### src/rtl/shared_buffer_multi_fifo_pkg.sv
// ============================================================================
// Module  : shared_buffer_multi_fifo_pkg
// Brief   : Width helpers and shared types for the shared-buffer multi-FIFO.
// Revision: 1.0 - initial release
// ============================================================================
`default_nettype none

package shared_buffer_multi_fifo_pkg;

    // Pool index width; a one-entry pool still needs a 1-bit index.
    function automatic int f_ptr_width(input int num_elems);
        return (num_elems > 1) ? $clog2(num_elems) : 1;
    endfunction

    function automatic int f_qid_width(input int num_queues);
        return (num_queues > 1) ? $clog2(num_queues) : 1;
    endfunction

    // Where a freshly allocated entry lands in its target queue.
    typedef enum logic [1:0] {
        LINK_NONE    = 2'd0,
        LINK_AS_HEAD = 2'd1,
        LINK_APPEND  = 2'd2
    } push_link_e;

endpackage

`default_nettype wire

### src/rtl/shared_buffer_multi_fifo_sb_free_list.sv
// ============================================================================
// Module  : sb_free_list
// Brief   : Free-list head/tail and the shared next-pointer RAM; one alloc and
//           one release per cycle plus one queue-link write.
// Revision: 1.0 - initial release
// ============================================================================
`default_nettype none

module sb_free_list
    import shared_buffer_multi_fifo_pkg::*;
#(
    parameter int NUM_ELEMS = 8,
    parameter int PTR_WIDTH = f_ptr_width(NUM_ELEMS),
    parameter int CNT_WIDTH = PTR_WIDTH + 1
) (
    input  logic                 clk,
    input  logic                 rst,
    input  logic                 alloc_i,
    output logic [PTR_WIDTH-1:0] alloc_idx_o,
    input  logic                 release_i,
    input  logic [PTR_WIDTH-1:0] release_idx_i,
    input  logic                 link_we_i,
    input  logic [PTR_WIDTH-1:0] link_addr_i,
    input  logic [PTR_WIDTH-1:0] link_data_i,
    input  logic [PTR_WIDTH-1:0] rd_addr_i,
    output logic [PTR_WIDTH-1:0] rd_data_o
);

    localparam logic [CNT_WIDTH-1:0] C_ONE = CNT_WIDTH'(1);

    logic [PTR_WIDTH-1:0] next_q [NUM_ELEMS];
    logic [PTR_WIDTH-1:0] fhead_q, fhead_d;
    logic [PTR_WIDTH-1:0] ftail_q, ftail_d;
    logic [CNT_WIDTH-1:0] fcnt_q, fcnt_d;
    logic                 w_fl_we;

    always_comb begin
        fhead_d = fhead_q;
        ftail_d = ftail_q;
        fcnt_d  = fcnt_q + CNT_WIDTH'(release_i) - CNT_WIDTH'(alloc_i);
        w_fl_we = 1'b0;
        if (alloc_i) begin
            fhead_d = next_q[fhead_q];
        end
        // If the list is (or is about to become) empty, the released entry
        // stands alone; otherwise it is chained behind the current tail.
        if (release_i) begin
            ftail_d = release_idx_i;
            if ((fcnt_q == '0) || (alloc_i && (fcnt_q == C_ONE))) begin
                fhead_d = release_idx_i;
            end else begin
                w_fl_we = 1'b1;
            end
        end
    end

    always_ff @(posedge clk) begin
        if (rst) begin
            fhead_q <= '0;
            ftail_q <= PTR_WIDTH'(NUM_ELEMS - 1);
            fcnt_q  <= CNT_WIDTH'(NUM_ELEMS);
            for (int i = 0; i < NUM_ELEMS; i++) begin
                next_q[i] <= PTR_WIDTH'((i + 1) % NUM_ELEMS);
            end
        end else begin
            fhead_q <= fhead_d;
            ftail_q <= ftail_d;
            fcnt_q  <= fcnt_d;
            // Queue tails and the free tail are disjoint entries, so the two
            // writes never collide.
            if (link_we_i) begin
                next_q[link_addr_i] <= link_data_i;
            end
            if (w_fl_we) begin
                next_q[ftail_q] <= release_idx_i;
            end
        end
    end

    assign alloc_idx_o = fhead_q;
    assign rd_data_o   = next_q[rd_addr_i];

endmodule

`default_nettype wire

### src/rtl/shared_buffer_multi_fifo.sv
// ============================================================================
// Module  : shared_buffer_multi_fifo
// Brief   : NUM_QUEUES linked-list FIFOs sharing one NUM_ELEMS-entry pool.
// Revision: 1.0 - initial release
// ============================================================================
`default_nettype none

module shared_buffer_multi_fifo
    import shared_buffer_multi_fifo_pkg::*;
#(
    parameter int DATA_WIDTH = 8,
    parameter int NUM_ELEMS  = 8,
    parameter int NUM_QUEUES = 4,
    parameter int PTR_WIDTH  = f_ptr_width(NUM_ELEMS),
    parameter int QID_WIDTH  = f_qid_width(NUM_QUEUES),
    parameter int CNT_WIDTH  = PTR_WIDTH + 1
) (
    input  logic                             clk,
    input  logic                             rst,
    input  logic                             push_valid_i,
    input  logic [QID_WIDTH-1:0]             push_qid_i,
    input  logic [DATA_WIDTH-1:0]            push_data_i,
    output logic                             push_ready_o,
    input  logic                             pop_valid_i,
    input  logic [QID_WIDTH-1:0]             pop_qid_i,
    output logic                             pop_ready_o,
    output logic [DATA_WIDTH-1:0]            pop_data_o,
    output logic [NUM_QUEUES-1:0]            empty_o,
    output logic                             full_o,
    output logic [CNT_WIDTH-1:0]             total_count_o,
    output logic [NUM_QUEUES*CNT_WIDTH-1:0]  q_count_o,
    output logic                             err_sticky_o
);

    localparam logic [CNT_WIDTH-1:0] C_FULL_CNT = CNT_WIDTH'(NUM_ELEMS);
    localparam logic [CNT_WIDTH-1:0] C_ONE      = CNT_WIDTH'(1);
    localparam logic [QID_WIDTH:0]   C_NUM_Q    = (QID_WIDTH + 1)'(NUM_QUEUES);

    logic [PTR_WIDTH-1:0]  head_q [NUM_QUEUES];
    logic [PTR_WIDTH-1:0]  head_d [NUM_QUEUES];
    logic [PTR_WIDTH-1:0]  tail_q [NUM_QUEUES];
    logic [PTR_WIDTH-1:0]  tail_d [NUM_QUEUES];
    logic [CNT_WIDTH-1:0]  qcnt_q [NUM_QUEUES];
    logic [CNT_WIDTH-1:0]  qcnt_d [NUM_QUEUES];
    logic [CNT_WIDTH-1:0]  total_q, total_d;
    logic                  err_q, err_d;
    logic [DATA_WIDTH-1:0] data_mem [NUM_ELEMS];

    logic                  w_push_qid_ok, w_pop_qid_ok;
    logic [QID_WIDTH-1:0]  w_push_q, w_pop_q;
    logic                  w_full, w_pop_ready;
    logic                  w_push_fire, w_pop_fire;
    logic [PTR_WIDTH-1:0]  w_alloc_idx, w_pop_head, w_pop_next;
    logic                  w_link_we;
    logic [PTR_WIDTH-1:0]  w_link_addr, w_link_data;
    push_link_e            w_push_kind;

    // Out-of-range qids are steered to queue 0 for indexing only; they never fire.
    assign w_push_qid_ok = ({1'b0, push_qid_i} < C_NUM_Q);
    assign w_pop_qid_ok  = ({1'b0, pop_qid_i} < C_NUM_Q);
    assign w_push_q      = w_push_qid_ok ? push_qid_i : '0;
    assign w_pop_q       = w_pop_qid_ok ? pop_qid_i : '0;

    assign w_full      = (total_q == C_FULL_CNT);
    assign w_pop_ready = w_pop_qid_ok && (qcnt_q[w_pop_q] != '0);
    assign w_push_fire = push_valid_i && !w_full && w_push_qid_ok;
    assign w_pop_fire  = pop_valid_i && w_pop_ready;
    assign w_pop_head  = head_q[w_pop_q];

    sb_free_list #(
        .NUM_ELEMS (NUM_ELEMS),
        .PTR_WIDTH (PTR_WIDTH),
        .CNT_WIDTH (CNT_WIDTH)
    ) u_free_list (
        .clk           (clk),
        .rst           (rst),
        .alloc_i       (w_push_fire),
        .alloc_idx_o   (w_alloc_idx),
        .release_i     (w_pop_fire),
        .release_idx_i (w_pop_head),
        .link_we_i     (w_link_we),
        .link_addr_i   (w_link_addr),
        .link_data_i   (w_link_data),
        .rd_addr_i     (w_pop_head),
        .rd_data_o     (w_pop_next)
    );

    always_comb begin
        head_d      = head_q;
        tail_d      = tail_q;
        qcnt_d      = qcnt_q;
        err_d       = err_q;
        w_link_we   = 1'b0;
        w_link_addr = '0;
        w_link_data = '0;
        w_push_kind = LINK_NONE;

        if (w_pop_fire) begin
            head_d[w_pop_q] = w_pop_next;
            qcnt_d[w_pop_q] = qcnt_q[w_pop_q] - C_ONE;
        end

        // Emptiness is judged after any same-cycle pop of the same queue.
        if (w_push_fire) begin
            if ((qcnt_q[w_push_q] == '0) ||
                (w_pop_fire && (w_pop_q == w_push_q) && (qcnt_q[w_push_q] == C_ONE))) begin
                w_push_kind = LINK_AS_HEAD;
            end else begin
                w_push_kind = LINK_APPEND;
            end
        end

        case (w_push_kind)
            LINK_AS_HEAD: begin
                head_d[w_push_q] = w_alloc_idx;
                tail_d[w_push_q] = w_alloc_idx;
                qcnt_d[w_push_q] = qcnt_d[w_push_q] + C_ONE;
            end
            LINK_APPEND: begin
                w_link_we        = 1'b1;
                w_link_addr      = tail_q[w_push_q];
                w_link_data      = w_alloc_idx;
                tail_d[w_push_q] = w_alloc_idx;
                qcnt_d[w_push_q] = qcnt_d[w_push_q] + C_ONE;
            end
            default: ;
        endcase

        total_d = total_q + CNT_WIDTH'(w_push_fire) - CNT_WIDTH'(w_pop_fire);

        if ((push_valid_i && (w_full || !w_push_qid_ok)) || (pop_valid_i && !w_pop_ready)) begin
            err_d = 1'b1;
        end
    end

    always_ff @(posedge clk) begin
        if (rst) begin
            for (int q = 0; q < NUM_QUEUES; q++) begin
                head_q[q] <= '0;
                tail_q[q] <= '0;
                qcnt_q[q] <= '0;
            end
            total_q <= '0;
            err_q   <= 1'b0;
        end else begin
            head_q  <= head_d;
            tail_q  <= tail_d;
            qcnt_q  <= qcnt_d;
            total_q <= total_d;
            err_q   <= err_d;
        end
    end

    always_ff @(posedge clk) begin
        if (w_push_fire) begin
            data_mem[w_alloc_idx] <= push_data_i;
        end
    end

    generate
        for (genvar q = 0; q < NUM_QUEUES; q++) begin : g_qstat
            assign empty_o[q]                          = (qcnt_q[q] == '0);
            assign q_count_o[q*CNT_WIDTH +: CNT_WIDTH] = qcnt_q[q];
        end
    endgenerate

    assign push_ready_o  = !w_full;
    assign pop_ready_o   = w_pop_ready;
    assign pop_data_o    = data_mem[w_pop_head];
    assign full_o        = w_full;
    assign total_count_o = total_q;
    assign err_sticky_o  = err_q;

endmodule

`default_nettype wire

### config.mk
export PLATFORM = sky130hd
export DESIGN_NAME = shared_buffer_multi_fifo
export DESIGN_NICKNAME = d
export VERILOG_FILES = /design/src/rtl/shared_buffer_multi_fifo_pkg.sv /design/src/rtl/shared_buffer_multi_fifo_sb_free_list.sv /design/src/rtl/shared_buffer_multi_fifo.sv
export SDC_FILE = /design/constraint.sdc
export NUM_CORES = 1
export LEC_CHECK = 0
export ABC_CLOCK_PERIOD_IN_PS = 6000
export BUFFER_PORTS_ARGS = -buffer_cell sky130_fd_sc_hd__buf_2
export CAP_MARGIN = 10
export CELL_PAD_IN_SITES_DETAIL_PLACEMENT = 1
export CELL_PAD_IN_SITES_GLOBAL_PLACEMENT = 1
export CORE_MARGIN = 3
export CORE_UTILIZATION = 29
export DETAILED_ROUTE_END_ITERATION = 10
export GPL_TIMING_DRIVEN = 0
export PLACE_DENSITY_LB_ADDON = 0.05
export REMOVE_ABC_BUFFERS = 1
export SYNTH_ARGS = -nofsm -noshare
export SYNTH_HDL_FRONTEND = slang
export SYNTH_SLANG_ARGS = --single-unit
export TNS_END_PERCENT = 5
### constraint.sdc
create_clock -name clk -period 6 [get_ports clk]
set_input_delay 0.9 -clock clk [delete_from_list [all_inputs] [get_ports clk]]
set_output_delay 0.9 -clock clk [all_outputs]
set_load 0.03 [all_outputs]
==> results of run 1 <==
==> cell type report <==
class / instances / area, sq um / area share, %
Clock inverter: 15 / 191 / 2.18
Inverter: 25 / 93.8 / 1.07
Multi-Input combinational cell: 478 / 3580 / 40.8
Timing Repair Buffer: 56 / 324 / 3.69
Clock buffer: 17 / 425 / 4.85
Tap cell: 330 / 413 / 4.71
Sequential cell: 143 / 3740 / 42.7
==> how the worst min path moves through the flow <==
stage / from / cells after the start / endpoint
2_1_floorplan: tail_q[4] / 2 / tail_q[4]
3_3_place_gp: tail_q[4] / 2 / tail_q[4]
3_5_place_dp: tail_q[3] / 2 / tail_q[3]
4_1_cts: tail_q[3] / 2 / tail_q[3]
5_1_grt: tail_q[3] / 2 / tail_q[3]
6_report: tail_q[3] / 2 / tail_q[3]
==> flip-flops by register name (all words and copies together), names as in the netlist <==
signal / cells
total_count_o: 4
q_count_o: 16
tail_q: 12
u_free_list.alloc_idx_o: 3
u_free_list.fcnt_q: 4
head_q: 12
data_mem: 64
err_sticky_o: 1
u_free_list.ftail_q: 3
u_free_list.next_q: 24
==> metrics by stage <==
step | hold slack (ns) | total power (uW) | util, % | cell area [sq um]
after floorplan | 0.427 | 1790 | - | 7390
after global placement | 0.444 | 2060 | 31.6 | 8060
after detailed placement | 0.454 | 2090 | 31.9 | 8120
after CTS | 0.464 | 3210 | 34.3 | 8740
after global routing | 0.498 | 3340 | 34.4 | 8770
final | 0.459 | 3160 | 34.4 | 8770
==> critical path, cell delays in order <==
cell and delay [ns]:
buf_2 0.46, mux4_2 0.63, inv_1 0.10, ha_1 0.46, inv_1 0.17, o311a_1 0.54
mux2i_1 0.21, a22oi_1 0.21, and4_1 0.51, ha_1 0.25, xor2_1 0.42, mux2_2 0.25
nor2_1 0.04
==> report_power, final <==
group / switching, uW / total, uW / internal [uW]
registers: 103 / 1240 / 1140
logic: 519 / 814 / 295
clock network: 500 / 1100 / 602
==> cells by family after synthesis <==
| group | count (synthesis) | synth area share [%] |
|---|---|---|
| AND/OR/NAND/NOR | 253 | 16.6 |
| flip-flops | 143 | 49.3 |
| AO/OA/AOI/OAI | 111 | 9.50 |
| multiplexers | 92 | 17.3 |
| buffers and inverters | 68 | 3.92 |
| adder cells (fa/ha/maj) | 13 | 2.34 |
| XOR/XNOR | 9 | 1.04 |
==> layout by cell type, fill, tap and decap left out, types with 9 or more instances in the layout <==
cell type	count
nand3_1	25
mux4_2	29
a21oi_1	34
nor2b_1	10
buf_2	51
inv_1	23
o21ai_0	16
ha_1	11
clkbuf_16	17
a31oi_1	10
mux2_2	10
nand2_1	70
mux2i_1	52
dfxtp_1	55
nor4_1	9
nor2_1	82
edfxtp_1	88
==> layer usage <==
layer	vias to the layer above	wire length [microns]	track usage, %
li1	2625	-	-
met1	2846	10600	22.0
met2	90	11400	28.7
met3	16	511	2.54
met4	0	318	4.23
met5	-	0	0
==> results.json, run 1 <==
{
  "ys.flop_type": "edfxtp_1",
  "cts.path.max_buffers": 2,
  "rows": 58,
  "rsz0062_at_grt": "no",
  "hp-class": "reg -> reg",
  "synthTopCellsByArea": "edfxtp_1 35%, dfxtp_1 14%, mux4_2 8.6%",
  "cp-endpoint": "q_count_o[14]",
  "grtUsageTotal_pct": 16.6,
  "synth_seq_cells": 143,
  "p_leak_uw": 0.00312,
  "async_flop_share_pct": 0,
  "clk_latency_ns": 0.43,
  "drive_gt1_share_pct": 20.4,
  "wire_per_inst_microns": 21.4,
  "core_area_sq_mm": 0.0255,
  "clkTransAtPathRegs_ns": 0.07,
  "ios": 52,
  "worstPathArrival_ns": 5.17,
  "yosysTopAreaCell": "edfxtp_1",
  "die_h_microns": 168,
  "skew_ns": 0.0192,
  "worst_r2r_path_depth": 12,
  "cts_sinks": 143,
  "initial_core_util_pct": 29.8,
  "crit_required_ns": 6.28,
  "grt_max_degree": 59,
  "die_area_sq_mm": 0.0282,
  "syn_to_final_growth_pct": 15.5,
  "synthesis.area_sq_mm": 0.00760,
  "cts-root-buf": "clkbuf_16",
  "fmax_mhz": 205,
  "tns_ns": 0,
  "fillerInstances": 2830,
  "cts_setup_buffers": 0,
  "nets": 750,
  "crit_fanout": 24,
  "ir_drop_mv": 0.158,
  "synth_most_common_cell": "edfxtp_1",
  "vias_per_cell": 5.24,
  "drtIter0Drc": 297,
  "ys_warn_count": 0,
  "reg2reg_to": "q_count_o[14]",
  "cts_tree": "built",
  "timing.final.crit_share_pct": 81.4,
  "grt_pass1_wl_microns": 36100,
  "drt_pass1_iterations": 4,
  "synth_area_per_cell_sq_um": 11.0,
  "synth_cell_type_count": 67,
  "stdcell_count": 1064,
  "cts_hold_buf": 0,
  "critical_path.startpoint": "pop_qid_i[0]",
  "synth_edf_count": 88,
  "power.density_mw_per_mm2": 360,
  "drv_cap": 0,
  "hold_viol": 0,
  "pre_cts_ws_ns": 0.619,
  "outcome": "completed",
  "yosysSeqAreaShare_pct": 49.3,
  "end_kind": "flip-flop",
  "gp_congestion": 0.768,
  "grt_pass1_vias": 5998,
  "num_antenna_cells": 0,
  "vias": 5577,
  "wirelength_microns": 22800,
  "antenna_found_initial": 0,
  "critPathKind": "in -> reg",
  "ant_nets": 0,
  "yosys-top-cells-count": "88 x edfxtp_1, 82 x nor2_1, 70 x nand2_1",
  "tightest_slew_ns": 1.23,
  "synth.top_cell.area_share_pct": 34.8,
  "placed_cells": 1030,
  "fin_ws_ns": 1.11,
  "dieWidth_microns": 168,
  "hpwl_microns": 15700,
  "slew_viol_final": 0,
  "ff2ff_setup_slack_ns": 1.72,
  "rr_startpoint": "q_count_o[8]",
  "synthCells": 689,
  "htreeDepth": 4,
  "drc_errors": 0,
  "numCtsBuffers": 17,
  "relSlewSlack_pct": 17.6,
  "period_needed_ns": 4.89,
  "port_buffers": 51,
  "grt-ovfl-total": 0,
  "setup_viol": 0,
  "cts-resized-gates": 0,
  "critPathLaunchType": "input port"
}
(Power assumes the default switching activity.)
==> run 2, diff against run 1 <==
ABC_AREA = 1   (was not set)
ABC_CLOCK_PERIOD_IN_PS = 4600   (was 6000)
clock period = 4.6 ns   (was 6 ns; I/O delays follow)
==> results.json, run 2 <==
{
  "clk_latency_ns": 0.43,
  "rsz0062_at_grt": "no",
  "period_needed_ns": 4.18,
  "synth_cell_type_count": 46,
  "wire_per_inst_microns": 19.3,
  "hold_viol": 0,
  "rr_startpoint": "q_count_o[8]",
  "synthCells": 1000,
  "critPathLaunchType": "input port",
  "hold_slack_ns": 0.454,
  "timing.final.crit_share_pct": 90.9,
  "numCtsBuffers": 17,
  "antenna_found_initial": 0,
  "fillerInstances": 3159,
  "layout_commonest_cell": "nand2_1",
  "synth_area_per_cell_sq_um": 7.82,
  "vias": 6855,
  "skew_ns": 0.0137,
  "synthesis.area_sq_mm": 0.00782,
  "clkTransAtPathRegs_ns": 0.07,
  "syn_to_final_growth_pct": 16.1,
  "htreeDepth": 4,
  "end_kind": "output pin",
  "cts_sinks": 143,
  "grt_use_met2_pct": 29.9,
  "cts_hold_buf": 0,
  "gr-max-usage-layer": "met2",
  "drv_cap": 0,
  "num_antenna_cells": 0,
  "top_register": "data_mem",
  "cts-root-buf": "clkbuf_16",
  "critical_path.startpoint": "pop_qid_i[1]",
  "wirelength_microns": 26800,
  "vias_per_cell": 4.95,
  "largest_reg_flops": 64,
  "ff2ff_setup_slack_ns": 1.43,
  "grt_pass1_wl_microns": 41800,
  "relSlewSlack_pct": 24.9,
  "rows": 59,
  "drc_errors": 0,
  "reg2reg_to": "u_free_list.next_q[6][0]",
  "power.density_mw_per_mm2": 535,
  "synth_most_common_cell": "nand2_1",
  "hpwl_microns": 18700,
  "grt_max_degree": 45,
  "outcome": "completed",
  "tns_ns": 0,
  "tightest_slew_ns": 1.12,
  "stdcell_count": 1385,
  "nets": 1066,
  "hp-class": "reg -> reg",
  "async_flop_share_pct": 0,
  "final_cell_mix": "227 x nand2_1, 138 x nor2_1, 107 x inv_1",
  "dieWidth_microns": 170,
  "drtIter0Drc": 379,
  "yosys-top-cells-count": "229 x nand2_1, 138 x nor2_1, 109 x inv_1",
  "critPathKind": "in -> out",
  "fmax_mhz": 239,
  "post_dp_cell_area_sq_mm": 0.00842,
  "p_leak_uw": 0.00390,
  "cp-endpoint": "pop_data_o[6]",
  "yosysTopAreaCell": "edfxtp_1",
  "grtUsageTotal_pct": 18.9,
  "gp_congestion": 0.798,
  "ir_drop_mv": 0.188,
  "crit_required_ns": 3.91,
  "grt_use_met3_pct": 2.72,
  "synth_edf_count": 88,
  "design_area_sq_mm": 0.00908,
  "fin_util_pct": 34.5,
  "yosysSeqAreaShare_pct": 47.9,
  "worstPathArrival_ns": 3.49,
  "cts_setup_buffers": 0,
  "drt_pass1_iterations": 5,
  "ios": 52,
  "crit_fanout": 44,
  "cts_tree": "built",
  "synthTopCellsByArea": "edfxtp_1 34%, dfxtp_1 14%, nand2_1 11%",
  "grt-ovfl-total": 0,
  "worst_r2r_path_depth": 16,
  "die_area_sq_mm": 0.0290,
  "drive_gt1_share_pct": 12.9,
  "ys.flop_type": "edfxtp_1",
  "core_area_sq_mm": 0.0263,
  "synth.top_cell.area_share_pct": 33.8,
  "placed_cells": 1352,
  "ys_warn_count": 0,
  "cts.path.max_buffers": 2,
  "port_buffers": 51,
  "initial_core_util_pct": 29.8,
  "synth_seq_cells": 143,
  "ant_nets": 0,
  "setup_viol": 0,
  "slew_viol_final": 0,
  "grt_pass1_vias": 6935,
  "gr-usage-met1_pct": 27.5,
  "die_h_microns": 170
}
==> run 2: how the worst min path moves through the flow <==
stage | start | to | cells after the start
3_3_place_gp | tail_q[11] | tail_q[11] | 2
3_5_place_dp | tail_q[11] | tail_q[11] | 2
5_1_grt | tail_q[11] | tail_q[11] | 2
6_report | tail_q[11] | tail_q[11] | 2
2_1_floorplan | tail_q[1] | tail_q[1] | 2
4_1_cts | tail_q[11] | tail_q[11] | 2
==> run 2: area by class of cell <==
| cell class | instances | area, sq um | share of cell area, % |
|---|---|---|---|
| repair buffers | 54 | 330 | 3.64 |
| flip-flops and latches | 143 | 3740 | 41.2 |
| clock buffers | 17 | 425 | 4.69 |
| inverters | 122 | 467 | 5.14 |
| multi-input cells | 698 | 3470 | 38.2 |
| clock inverters | 15 | 215 | 2.37 |
| repair inverters | 1 | 7.51 | 0.0827 |
| well taps | 335 | 419 | 4.62 |
==> run 2: timing repair <==
action	4_1_cts	5_1_grt
endpoints found under the setup margin	8	8
gates resized for setup	0	6
gates cloned	0	1
hold endpoints to repair	0	0
==> run 2: worst max-delay path, cell delays in order <==
cell and delay (ns):
buf_2 0.28, inv_2 0.16, nand2_1 0.27, inv_1 0.11
a22oi_1 0.29, nand2_2 0.30, buf_12 0.28, inv_6 0.29
o21ai_0 0.13, o22ai_1 0.14, nor2_1 0.06, a31oi_1 0.21
buf_2 0.25
==> run 2: power by group <==
group	total [uW]	internal (uW)	switching [uW]
clock	1500	838	665
combinational	1660	477	1180
sequential	1700	1540	159
total	4860	2850	2000
==> run 2: layer usage <==
| layer | share of wire, % | routed length, microns | vias to the layer above |
|---|---|---|---|
| met1 | 51 | 13700 | 3322 |
| met4 | 1.1 | 295 | 0 |
| met2 | 45 | 12200 | 91 |
| met3 | 2.2 | 580 | 24 |
| met5 | 0 | 0 | - |
| li1 | - | - | 3418 |
==> run 2: cell families after synthesis <==
| group | after synthesis | synth area share [%] |
|---|---|---|
| simple gates | 497 | 28.2 |
| compound gates | 184 | 13.2 |
| buf+inv | 159 | 8.05 |
| xor+xnor | 4 | 0.448 |
| fa+ha+maj | 13 | 2.27 |
| flops | 143 | 47.9 |
==> run 2: through the flow <==
step	power [uW]	setup WS, ns
6_report	4860	0.417
5_1_grt	5160	0.103
4_1_cts	4910	-0.192
3_5_place_dp	3400	-0.179
3_3_place_gp	3370	-1.94
2_1_floorplan	2800	0.482
